--- src/rtl/riscv_pkg.sv ---
// Shared RV64 integer decode constants and the ALU issue bundle.
package riscv_pkg;

    localparam int unsigned INST_W     = 32;
    localparam int unsigned REG_IDX_W  = 5;
    localparam int unsigned REGB_W     = 12;
    localparam int unsigned ISSUE_OP_W = 10;

    // Major opcodes accepted by the integer issue path
    localparam logic [6:0] OP_IMM    = 7'h13;
    localparam logic [6:0] OP_IMM_32 = 7'h1B;
    localparam logic [6:0] OP        = 7'h33;
    localparam logic [6:0] OP_32     = 7'h3B;

    // funct7 variants
    localparam logic [6:0] F7_BASE   = 7'b0000000;
    localparam logic [6:0] F7_MULDIV = 7'b0000001;
    localparam logic [6:0] F7_ALT    = 7'b0100000;

    // {funct3, opcode} issue encodings shared with the ALU
    localparam logic [ISSUE_OP_W-1:0] ALU_ADDI  = {3'b000, OP_IMM};
    localparam logic [ISSUE_OP_W-1:0] ALU_SLLI  = {3'b001, OP_IMM};
    localparam logic [ISSUE_OP_W-1:0] ALU_XORI  = {3'b100, OP_IMM};
    localparam logic [ISSUE_OP_W-1:0] ALU_ADDIW = {3'b000, OP_IMM_32};
    localparam logic [ISSUE_OP_W-1:0] ALU_ADD   = {3'b000, OP};
    localparam logic [ISSUE_OP_W-1:0] ALU_XOR   = {3'b100, OP};
    localparam logic [ISSUE_OP_W-1:0] ALU_ADDW  = {3'b000, OP_32};

    typedef struct packed {
        logic [REG_IDX_W-1:0]  regA;
        logic [REGB_W-1:0]     regB;
        logic [ISSUE_OP_W-1:0] opcode;
        logic [REG_IDX_W-1:0]  regDest;
    } issue_t;

    function automatic logic is_legal_major(input logic [6:0] op);
        return (op == OP_IMM) || (op == OP_IMM_32) || (op == OP) || (op == OP_32);
    endfunction

    function automatic logic reads_rs2(input logic [6:0] op);
        return (op == OP) || (op == OP_32);
    endfunction

    function automatic issue_t decode_issue(input logic [INST_W-1:0] inst);
        issue_t f;
        f.regA    = inst[19:15];
        f.regB    = inst[31:20];
        f.opcode  = {inst[14:12], inst[6:0]};
        f.regDest = inst[11:7];
        return f;
    endfunction

endpackage

--- src/rtl/scoreboard.sv ---
// Per-register busy bits; set wins over a same-cycle clear, x0 never busy.
module scoreboard #(
    parameter int unsigned NUM_REGS = 32,
    parameter int unsigned IDX_W    = $clog2(NUM_REGS)
) (
    input  logic             clk,
    input  logic             reset,
    input  logic             i_set_en,
    input  logic [IDX_W-1:0] i_set_idx,
    input  logic             i_clr_en,
    input  logic [IDX_W-1:0] i_clr_idx,
    input  logic [IDX_W-1:0] i_rs1_idx,
    input  logic [IDX_W-1:0] i_rs2_idx,
    input  logic [IDX_W-1:0] i_rd_idx,
    output logic             o_rs1_busy_c,
    output logic             o_rs2_busy_c,
    output logic             o_rd_busy_c
);

    logic [NUM_REGS-1:0] r_busy;
    logic [NUM_REGS-1:0] w_busy_nxt;

    // Next busy vector: clear first so a same-index set overrides it
    always_comb begin
        w_busy_nxt = r_busy;
        if (i_clr_en) w_busy_nxt[i_clr_idx] = 1'b0;
        if (i_set_en) w_busy_nxt[i_set_idx] = 1'b1;
        w_busy_nxt[0] = 1'b0;
    end

    // Busy register
    always_ff @(posedge clk or posedge reset) begin
        if (reset) r_busy <= '0;
        else       r_busy <= w_busy_nxt;
    end

    assign o_rs1_busy_c = r_busy[i_rs1_idx];
    assign o_rs2_busy_c = r_busy[i_rs2_idx];
    assign o_rd_busy_c  = r_busy[i_rd_idx];

endmodule

--- src/rtl/issue_stage.sv ---
// Decode/hold stage between fetch and the ALU: D and O registers, hazard
// check against the scoreboard, illegal-word drop and a stall counter.
module issue_stage
    import riscv_pkg::*;
#(
    parameter int unsigned NUM_REGS    = 32,
    parameter int unsigned STALL_CNT_W = 32
) (
    input  logic                   clk,
    input  logic                   reset,
    input  logic                   in_valid,
    input  logic [INST_W-1:0]      in_inst,
    output logic                   in_ready,
    output logic                   issue_valid,
    input  logic                   issue_ready,
    output logic [REG_IDX_W-1:0]   issue_regA,
    output logic [REGB_W-1:0]      issue_regB,
    output logic [ISSUE_OP_W-1:0]  issue_opcode,
    output logic [REG_IDX_W-1:0]   issue_regDest,
    input  logic                   wb_valid,
    input  logic [REG_IDX_W-1:0]   wb_reg,
    output logic                   illegal_inst,
    output logic [STALL_CNT_W-1:0] stall_count
);

    logic                   r_d_valid;
    logic [INST_W-1:0]      r_d_inst;
    logic                   r_o_valid;
    issue_t                 r_o_issue;
    logic                   r_illegal;
    logic [STALL_CNT_W-1:0] r_stall_cnt;

    logic [6:0]             w_major;
    logic                   w_legal;
    logic                   w_uses_rs2;
    logic [REG_IDX_W-1:0]   w_rs1;
    logic [REG_IDX_W-1:0]   w_rs2;
    logic [REG_IDX_W-1:0]   w_rd;
    logic                   w_rs1_busy;
    logic                   w_rs2_busy;
    logic                   w_rd_busy;
    logic                   w_hazard;
    logic                   w_d_advance;
    logic                   w_d_drop;
    logic                   w_stall;
    logic                   w_accept;
    logic                   w_sb_set;

    // Decode of the word sitting in D
    always_comb begin
        w_major    = r_d_inst[6:0];
        w_legal    = is_legal_major(w_major);
        w_uses_rs2 = reads_rs2(w_major);
        w_rs1      = r_d_inst[19:15];
        w_rs2      = r_d_inst[24:20];
        w_rd       = r_d_inst[11:7];
    end

    // Handshake and hazard qualifiers
    always_comb begin
        w_hazard    = w_rs1_busy || (w_uses_rs2 && w_rs2_busy) || w_rd_busy;
        w_d_advance = r_d_valid && w_legal && !w_hazard && (!r_o_valid || issue_ready);
        w_d_drop    = r_d_valid && !w_legal;
        w_stall     = r_d_valid && w_legal && w_hazard;
        w_sb_set    = w_d_advance && (w_rd != '0);
        in_ready    = !r_d_valid || w_d_advance;
        w_accept    = in_valid && in_ready;
    end

    scoreboard #(
        .NUM_REGS (NUM_REGS),
        .IDX_W    (REG_IDX_W)
    ) u_scoreboard (
        .clk          (clk),
        .reset        (reset),
        .i_set_en     (w_sb_set),
        .i_set_idx    (w_rd),
        .i_clr_en     (wb_valid),
        .i_clr_idx    (wb_reg),
        .i_rs1_idx    (w_rs1),
        .i_rs2_idx    (w_rs2),
        .i_rd_idx     (w_rd),
        .o_rs1_busy_c (w_rs1_busy),
        .o_rs2_busy_c (w_rs2_busy),
        .o_rd_busy_c  (w_rd_busy)
    );

    // D stage: latch fetched word, empty on advance or illegal drop
    always_ff @(posedge clk or posedge reset) begin
        if (reset) begin
            r_d_valid <= 1'b0;
            r_d_inst  <= '0;
        end else if (w_accept) begin
            r_d_valid <= 1'b1;
            r_d_inst  <= in_inst;
        end else if (w_d_advance || w_d_drop) begin
            r_d_valid <= 1'b0;
        end
    end

    // O stage: pipeline register, fields frozen while stalled by the ALU
    always_ff @(posedge clk or posedge reset) begin
        if (reset) begin
            r_o_valid <= 1'b0;
            r_o_issue <= '0;
        end else if (w_d_advance) begin
            r_o_valid <= 1'b1;
            r_o_issue <= decode_issue(r_d_inst);
        end else if (issue_ready) begin
            r_o_valid <= 1'b0;
        end
    end

    // Illegal pulse and saturating hazard-stall counter
    always_ff @(posedge clk or posedge reset) begin
        if (reset) begin
            r_illegal   <= 1'b0;
            r_stall_cnt <= '0;
        end else begin
            r_illegal <= w_d_drop;
            if (w_stall && (r_stall_cnt != {STALL_CNT_W{1'b1}}))
                r_stall_cnt <= r_stall_cnt + STALL_CNT_W'(1);
        end
    end

    assign issue_valid   = r_o_valid;
    assign issue_regA    = r_o_issue.regA;
    assign issue_regB    = r_o_issue.regB;
    assign issue_opcode  = r_o_issue.opcode;
    assign issue_regDest = r_o_issue.regDest;
    assign illegal_inst  = r_illegal;
    assign stall_count   = r_stall_cnt;

endmodule

--- config.mk ---
export PLATFORM = sky130hd
export DESIGN_NAME = issue_stage
export DESIGN_NICKNAME = d
export VERILOG_FILES = /design/src/rtl/riscv_pkg.sv /design/src/rtl/scoreboard.sv /design/src/rtl/issue_stage.sv
export SDC_FILE = /design/constraint.sdc
export NUM_CORES = 1
export LEC_CHECK = 0
export ABC_CLOCK_PERIOD_IN_PS = 9000
export CORE_MARGIN = 8
export CORE_UTILIZATION = 60
export CTS_CLUSTER_DIAMETER = 200
export CTS_CLUSTER_SIZE = 24
export DETAILED_ROUTE_END_ITERATION = 8
export DONT_BUFFER_PORTS = 1
export PLACE_DENSITY = 0.85
export SLEW_MARGIN = 20
export SYNTH_ARGS = -nofsm -noshare
export SYNTH_HDL_FRONTEND = slang
export SYNTH_HIERARCHICAL = 1
export SYNTH_SLANG_ARGS = --single-unit
export TNS_END_PERCENT = 50
--- constraint.sdc ---
create_clock -name clk -period 9 [get_ports clk]
set_input_delay 1.35 -clock clk [delete_from_list [all_inputs] [get_ports clk]]
set_output_delay 1.35 -clock clk [all_outputs]
set_load 0.02 [all_outputs]
==> results of run 1 <==
[layer usage]
layer  up-vias  routed length [um]  global-route usage [%]
met4         0                 352                   8.167
met1      2244                5890                   25.93
met5         -                   0                       0
li1       1955                   -                       -
met3        40                1712                   8.663
met2       265                7282                   35.67
[report_power, final]
group          internal (uW)  leakage [uW]  switching [uW]
Sequential               659       0.00171             156
Clock                    351      0.000244             230
Combinational            101       0.00109            74.9
Total                   1110       0.00304             461
[logic make-up (layout without fill, tap and decap cells)]
group,after synthesis,after routing
buffers and inverters,26,38
and+or+nand+nor,149,149
muxes,96,96
AOI/OAI and AO/OA,99,99
adders and majority gates,1,1
xor gates and xnor gates,29,29
DFF,130,130
[worst max-delay path, delay by kind of cell, from the launching register on]
kind,cells,cell delay (ps)
AOI/OAI and AO/OA,3,1010
and+or+nand+nor,3,480
DFF,1,670
muxes,1,550
[layout make-up]
class                           count  share of cell area (%)
Timing Repair Buffer                2                  0.5112
Tap cell                          136                   2.483
Sequential cell                   130                   47.47
Multi-Input combinational cell    374                   41.79
Inverter                            8                  0.4747
Clock inverter                      6                  0.5112
Clock buffer                       22                   6.756
[how the worst max path moves through the flow]
stage | startpoint | slack (ps) | cells past startpoint | to
floorplan | reset | 5060 | 1 | illegal_inst$_DFF_PP0_
global placement | r_d_inst[8]$_DFFE_PP0P_ | 4990 | 7 | in_ready
detailed placement | r_d_inst[8]$_DFFE_PP0P_ | 4920 | 7 | in_ready
CTS | r_d_inst[8]$_DFFE_PP0P_ | 4360 | 7 | in_ready
global route | r_d_inst[8]$_DFFE_PP0P_ | 4170 | 7 | in_ready
finish | r_d_inst[8]$_DFFE_PP0P_ | 4400 | 7 | in_ready
[cell usage after synthesis (all sizes together), types with 2 or more instances]
cell and count:
and2b 3, mux2i 27, o211ai 3, o2111ai 3
dfrtp 130, o21ai 66, mux4 9, and3 5
and2 2, mux2 60, a211oi 3, clkbuf 3
nor2b 6, nand4 16, nand3b 10, nor4 5
or2 4, nand3 26, or3 2, a22oi 6
and4 3, buf 15, nor3 8, or3b 5
nand2 22, nand2b 8, xor2 16, xnor2 13
inv 8, a21oi 11, or4 3, nor2 19
[state kept, by name, indices dropped and copies added (netlist names)]
name and count:
issue_regDest 5, illegal_inst 1, issue_opcode 10, stall_count 32, issue_valid 1, issue_regB 12
u_scoreboard/r_busy 31, r_d_valid 1, r_d_inst 32, issue_regA 5
[per-stage QoR]
step           power [uW]  worst slack, ps  hold WS [ps]  instances
3_5_place_dp        995.8             4918         488.6        649
3_3_place_gp        979.8             4989         479.1        649
6_report             1571             4397         499.2        678
4_1_cts              1577             4361         500.6        677
2_1_floorplan       945.4             5060         471.5        530
5_1_grt              1636             4174         507.7        678
==> impl_metrics.env, run 1 <==
export IMPL_period_share_pct=51.15
export IMPL_finalInstanceArea_sq_um=6853
export IMPL_cts_tree="yes"
export IMPL_hold_depth=1
export IMPL_min_from="r_d_inst[14]$_DFFE_PP0P_"
export IMPL_numPortBuffers=0
export IMPL_finClkSkew_ps=11.27
export IMPL_setup_tns_ps=0
export IMPL_synth_area_top_cells="dfrtp_1 52%, mux2_2 10%, o21ai_0 5.2%"
export IMPL_grt_pass1_vias=4688
export IMPL_clockBufferDepth=2
export IMPL_postSynthCellCount=530
export IMPL_syn_area_sq_um=6269
export IMPL_drc=0
export IMPL_viasPerCell=6.643
export IMPL_cp_data_required_time_ps=7650
export IMPL_yosysTopAreaCell="dfrtp_1"
export IMPL_timing_critical_path_fanout_max=17
export IMPL_crit_path_cell_trace="mux4_2 > nand2b_1 > o211ai_1 > nand4_1 > a211o_1 > nand2b_1 > o21ai_0"
export IMPL_yosysTopAreaCellShare_pct=51.90
export IMPL_final_core_util_pct=66.98
export IMPL_n_antenna_cell=0
export IMPL_slowest_delay_ps=670
export IMPL_cts_buffers=17
export IMPL_grt_antenna_before_repair=0
export IMPL_cp_slowest_cell="dfrtp_1"
export IMPL_slew_violations=0
export IMPL_rr_worst_depth=10
export IMPL_reg2reg_from="r_d_inst[8]$_DFFE_PP0P_"
export IMPL_cts_resized=0
export IMPL_ys_flop_type="dfrtp_1"
export IMPL_drtPass1Iterations=5
export IMPL_gp_congestion=0.9067
export IMPL_yosys_warnings=6
export IMPL_drive_above_1_share_pct=20.11
export IMPL_synth_edf_count=0
export IMPL_clock_sinks=130
export IMPL_yosys_area_share_simple_pct=13.51
export IMPL_mostFrequentLayoutCells="130 x dfrtp_1, 65 x o21ai_0, 58 x mux2_2"
export IMPL_postSynthAreaPerCell_sq_um=11.83
export IMPL_layout_commonest_cell="dfrtp_1"
export IMPL_outcome="finished, final reports clean"
export IMPL_multiInputGateArea_sq_um=2864
export IMPL_rsz0062_at_grt="no"
export IMPL_max_cap_violations=0
export IMPL_end_kind="primary output"
export IMPL_cts_htree_levels=4
export IMPL_die_w_um=118.2
export IMPL_synth_fa_ha_area_share_pct=0.1996
export IMPL_track_usage_pct=21.96
export IMPL_hpwl_mm=10.40
export IMPL_ys_seq_area_share_pct=51.90
export IMPL_antenna_left=0
export IMPL_drt_iter0_drc=546
export IMPL_cts_root_buf="clkbuf_8"
export IMPL_setup_violations=0
export IMPL_core_sq_um=10230
export IMPL_start_util_pct=61.27
export IMPL_clock_latency_ps=520
export IMPL_placedInstanceArea_sq_um=6327
export IMPL_post_cts_buffers=0
export IMPL_grt_pass1_wl_mm=24.49
export IMPL_synth_xor_area_share_pct=4.052
export IMPL_die_y_um=118.2
export IMPL_final_nets=576
export IMPL_fin_crit_ps=4603
export IMPL_reg2reg_slack_ps=4880
export IMPL_routedWlPerCell_um=22.47
export IMPL_grt_max_degree=77
export IMPL_critPathArrivalTime_ps=3250
export IMPL_overflow=0
export IMPL_worst_pin_slew_ps=1051
export IMPL_register_area_sq_um=3253
export IMPL_startpoint_type="register"
export IMPL_dieArea_sq_um=13970
export IMPL_cts_clk_slew_worst_paths_ps=60
export IMPL_routed_wl_mm=15.24
export IMPL_num_vias=4504
export IMPL_ys_types=51
export IMPL_max_slew_margin_pct=29.80
export IMPL_hold_end="issue_opcode[9]$_DFFE_PP0P_"
export IMPL_fmax_mhz=217.2
export IMPL_fp_row_count=37
export IMPL_synthMuxAreaShare_pct=18.50
export IMPL_io_pins=109
export IMPL_synth_async_reset_ratio_pct=100.0
export IMPL_syn2layout_area_growth_pct=9.321
export IMPL_ir_drop_v=0.0001601
export IMPL_cts_hold_fix_buffers=0
export IMPL_syn_num_nets=573
export IMPL_hold_viol_final=0
export IMPL_synth_compound_area_share_pct=9.162
export IMPL_cpMostUsedCell="nand2b_1"
export IMPL_path_class="reg2out"
export IMPL_p_leak_uw=0.003044
export IMPL_synth_top_family_by_area="multiplexers"
export IMPL_power_density_nw_per_um2=229.3
export IMPL_hold_path_class="reg2reg"
export IMPL_ys_seq_elements=130
export IMPL_fill_cells=694
export IMPL_timing_rr_end="u_scoreboard/r_busy[12]$_DFF_PP0_"
(Power assumes the default switching activity.)
==> run 2: changes to the inputs <==
--- a/config.mk
+++ b/config.mk
@@ -5,14 +5,14 @@
 export SDC_FILE = /design/constraint.sdc
 export NUM_CORES = 1
 export LEC_CHECK = 0
-export ABC_CLOCK_PERIOD_IN_PS = 9000
+export ABC_CLOCK_PERIOD_IN_PS = 4200
 export CORE_MARGIN = 8
-export CORE_UTILIZATION = 60
+export CORE_UTILIZATION = 57
 export CTS_CLUSTER_DIAMETER = 200
 export CTS_CLUSTER_SIZE = 24
 export DETAILED_ROUTE_END_ITERATION = 8
 export DONT_BUFFER_PORTS = 1
-export PLACE_DENSITY = 0.85
+export PLACE_DENSITY = 0.84
 export SLEW_MARGIN = 20
 export SYNTH_ARGS = -nofsm -noshare
 export SYNTH_HDL_FRONTEND = slang
==> constraint.sdc (replaced) <==
create_clock -name clk -period 4.2 [get_ports clk]
set_input_delay 0.63 -clock clk [delete_from_list [all_inputs] [get_ports clk]]
set_output_delay 0.63 -clock clk [all_outputs]
set_load 0.02 [all_outputs]
==> impl_metrics.env, run 2 (synthesized netlist as in run 1, its figures left out) <==
export IMPL_register_area_sq_um=3253
export IMPL_period_share_pct=87.89
export IMPL_ir_drop_v=0.0004116
export IMPL_io_pins=109
export IMPL_worst_pin_slew_ps=1011
export IMPL_power_density_nw_per_um2=529.6
export IMPL_cts_hold_fix_buffers=0
export IMPL_viasPerCell=6.792
export IMPL_p_leak_uw=0.003109
export IMPL_grt_antenna_before_repair=0
export IMPL_track_usage_pct=21.72
export IMPL_syn2layout_area_growth_pct=11.54
export IMPL_max_cap_violations=0
export IMPL_drtPass1Iterations=7
export IMPL_hpwl_mm=10.89
export IMPL_cts_root_buf="clkbuf_8"
export IMPL_routedWlPerCell_um=23.21
export IMPL_final_nets=579
export IMPL_die_w_um=120.9
export IMPL_fill_cells=791
export IMPL_setup_violations=0
export IMPL_num_vias=4680
export IMPL_drive_above_1_share_pct=21.49
export IMPL_post_cts_buffers=0
export IMPL_cts_tree="yes"
export IMPL_path_class="reg2out"
export IMPL_fmax_mhz=270.9
export IMPL_clockBufferDepth=2
export IMPL_max_slew_margin_pct=31.56
export IMPL_start_util_pct=58.08
export IMPL_clock_latency_ps=520
export IMPL_grt_pass1_wl_mm=25.01
export IMPL_setup_tns_ps=0
export IMPL_startpoint_type="register"
export IMPL_grt_pass1_vias=4586
export IMPL_rsz0062_at_grt="no"
export IMPL_end_kind="primary output"
export IMPL_n_antenna_cell=0
export IMPL_die_y_um=120.9
export IMPL_dieArea_sq_um=14610
export IMPL_drt_iter0_drc=648
export IMPL_cts_clk_slew_worst_paths_ps=70
export IMPL_finClkSkew_ps=12.04
export IMPL_reg2reg_from="r_d_inst[8]$_DFFE_PP0P_"
export IMPL_cts_resized=0
export IMPL_outcome="finished, final reports clean"
export IMPL_hold_path_class="in2async"
export IMPL_rr_worst_depth=10
export IMPL_grt_max_degree=67
export IMPL_overflow=0
export IMPL_reg2reg_slack_ps=550
export IMPL_timing_rr_end="u_scoreboard/r_busy[12]$_DFF_PP0_"
export IMPL_clock_sinks=130
export IMPL_drc=0
export IMPL_cp_data_required_time_ps=3570
export IMPL_setup_slack_ps=508.6
export IMPL_gp_congestion=0.9420
export IMPL_antenna_left=0
export IMPL_timing_critical_path_fanout_max=17
export IMPL_numPortBuffers=0
export IMPL_fp_row_count=38
export IMPL_core_sq_um=10790
export IMPL_layout_commonest_cell="dfrtp_1"
export IMPL_cts_htree_levels=4
export IMPL_mostFrequentLayoutCells="130 x dfrtp_1, 65 x o21ai_0, 58 x mux2_2"
export IMPL_routed_wl_mm=15.99
export IMPL_cts_buffers=17
export IMPL_place_ws_ps=695.6
export IMPL_multiInputGateArea_sq_um=2864
export IMPL_hold_viol_final=0
export IMPL_critPathArrivalTime_ps=3060
export IMPL_fin_crit_ps=3691
export IMPL_slew_violations=0
-- run 2: cell types whose count changed in the layout (fill, tap and decap cells not counted), moves of 3 or more --
| cell | before | now |
|---|---|---|
| clkinv_2 | 4 | 1 |
| clkinv_4 | 0 | 3 |
| bufinv_16 | 0 | 4 |
| inv_6 | 0 | 4 |
| buf_4 | 1 | 5 |
-- run 2: power breakdown --
| part | switching (uW) | internal, uW | total [uW] | leakage (uW) |
|---|---|---|---|---|
| sequential | 329 | 1410 | 1740 | 0.00171 |
| clock | 583 | 989 | 1570 | 0.000303 |
| combinational | 176 | 216 | 391 | 0.00109 |
| total | 1090 | 2620 | 3700 | 0.00311 |
-- run 2: critical path, cell delays in order, from the launching register on --
cell and delay [ps]:
dfrtp_1 700, mux4_2 580, nand2b_1 160, o211ai_1 100
nand4_1 150, a211o_1 290, nand2b_1 210, o21ai_0 180
buf_4 180
-- run 2: per-stage QoR --
stage / cell area [sq um] / hold WS, ps / utilization [%] / total power (uW) / instances
final: 6992 / 79.78 / 64.78 / 3703 / 689
after global routing: 6992 / 113.4 / 64.78 / 3825 / 689
after CTS: 6992 / 153.4 / 64.78 / 3712 / 689
after detailed placement: 6362 / 484.7 / 58.95 / 2142 / 657
after global placement: 6362 / 477.8 / 58.95 / 2107 / 657
after floorplan: 6269 / 471.5 / - / 2026 / 530
-- run 2: how the worst max path moves through the flow --
stage | startpoint | endpoint | slack (ps) | depth (start not counted)
floorplan | reset | illegal_inst$_DFF_PP0_ | 980 | 1
global placement | r_d_inst[8]$_DFFE_PP0P_ | u_scoreboard/r_busy[16]$_DFF_PP0_ | 890 | 9
global route | r_d_inst[8]$_DFFE_PP0P_ | in_ready | 310 | 7
detailed placement | r_d_inst[8]$_DFFE_PP0P_ | u_scoreboard/r_busy[12]$_DFF_PP0_ | 700 | 10
finish | r_d_inst[8]$_DFFE_PP0P_ | in_ready | 510 | 8
CTS | r_d_inst[8]$_DFFE_PP0P_ | in_ready | 530 | 8
-- run 2: per-layer routing --
| metal | global-route usage [%] | wire [um] |
|---|---|---|
| met1 | 27.10 | 6167 |
| met2 | 33.54 | 7552 |
| met3 | 8.236 | 1867 |
| met4 | 8.509 | 405 |
| met5 | 0 | 0 |
-- run 2: layout make-up --
| type | instances | share of cell area [%] |
|---|---|---|
| well taps | 140 | 2.505 |
| clock inverters | 14 | 2.881 |
| repair buffers | 5 | 0.5369 |
| clock buffers | 18 | 6.120 |
| multi-input cells | 374 | 40.96 |
| flip-flops and latches | 130 | 46.53 |
| inverters | 8 | 0.4653 |
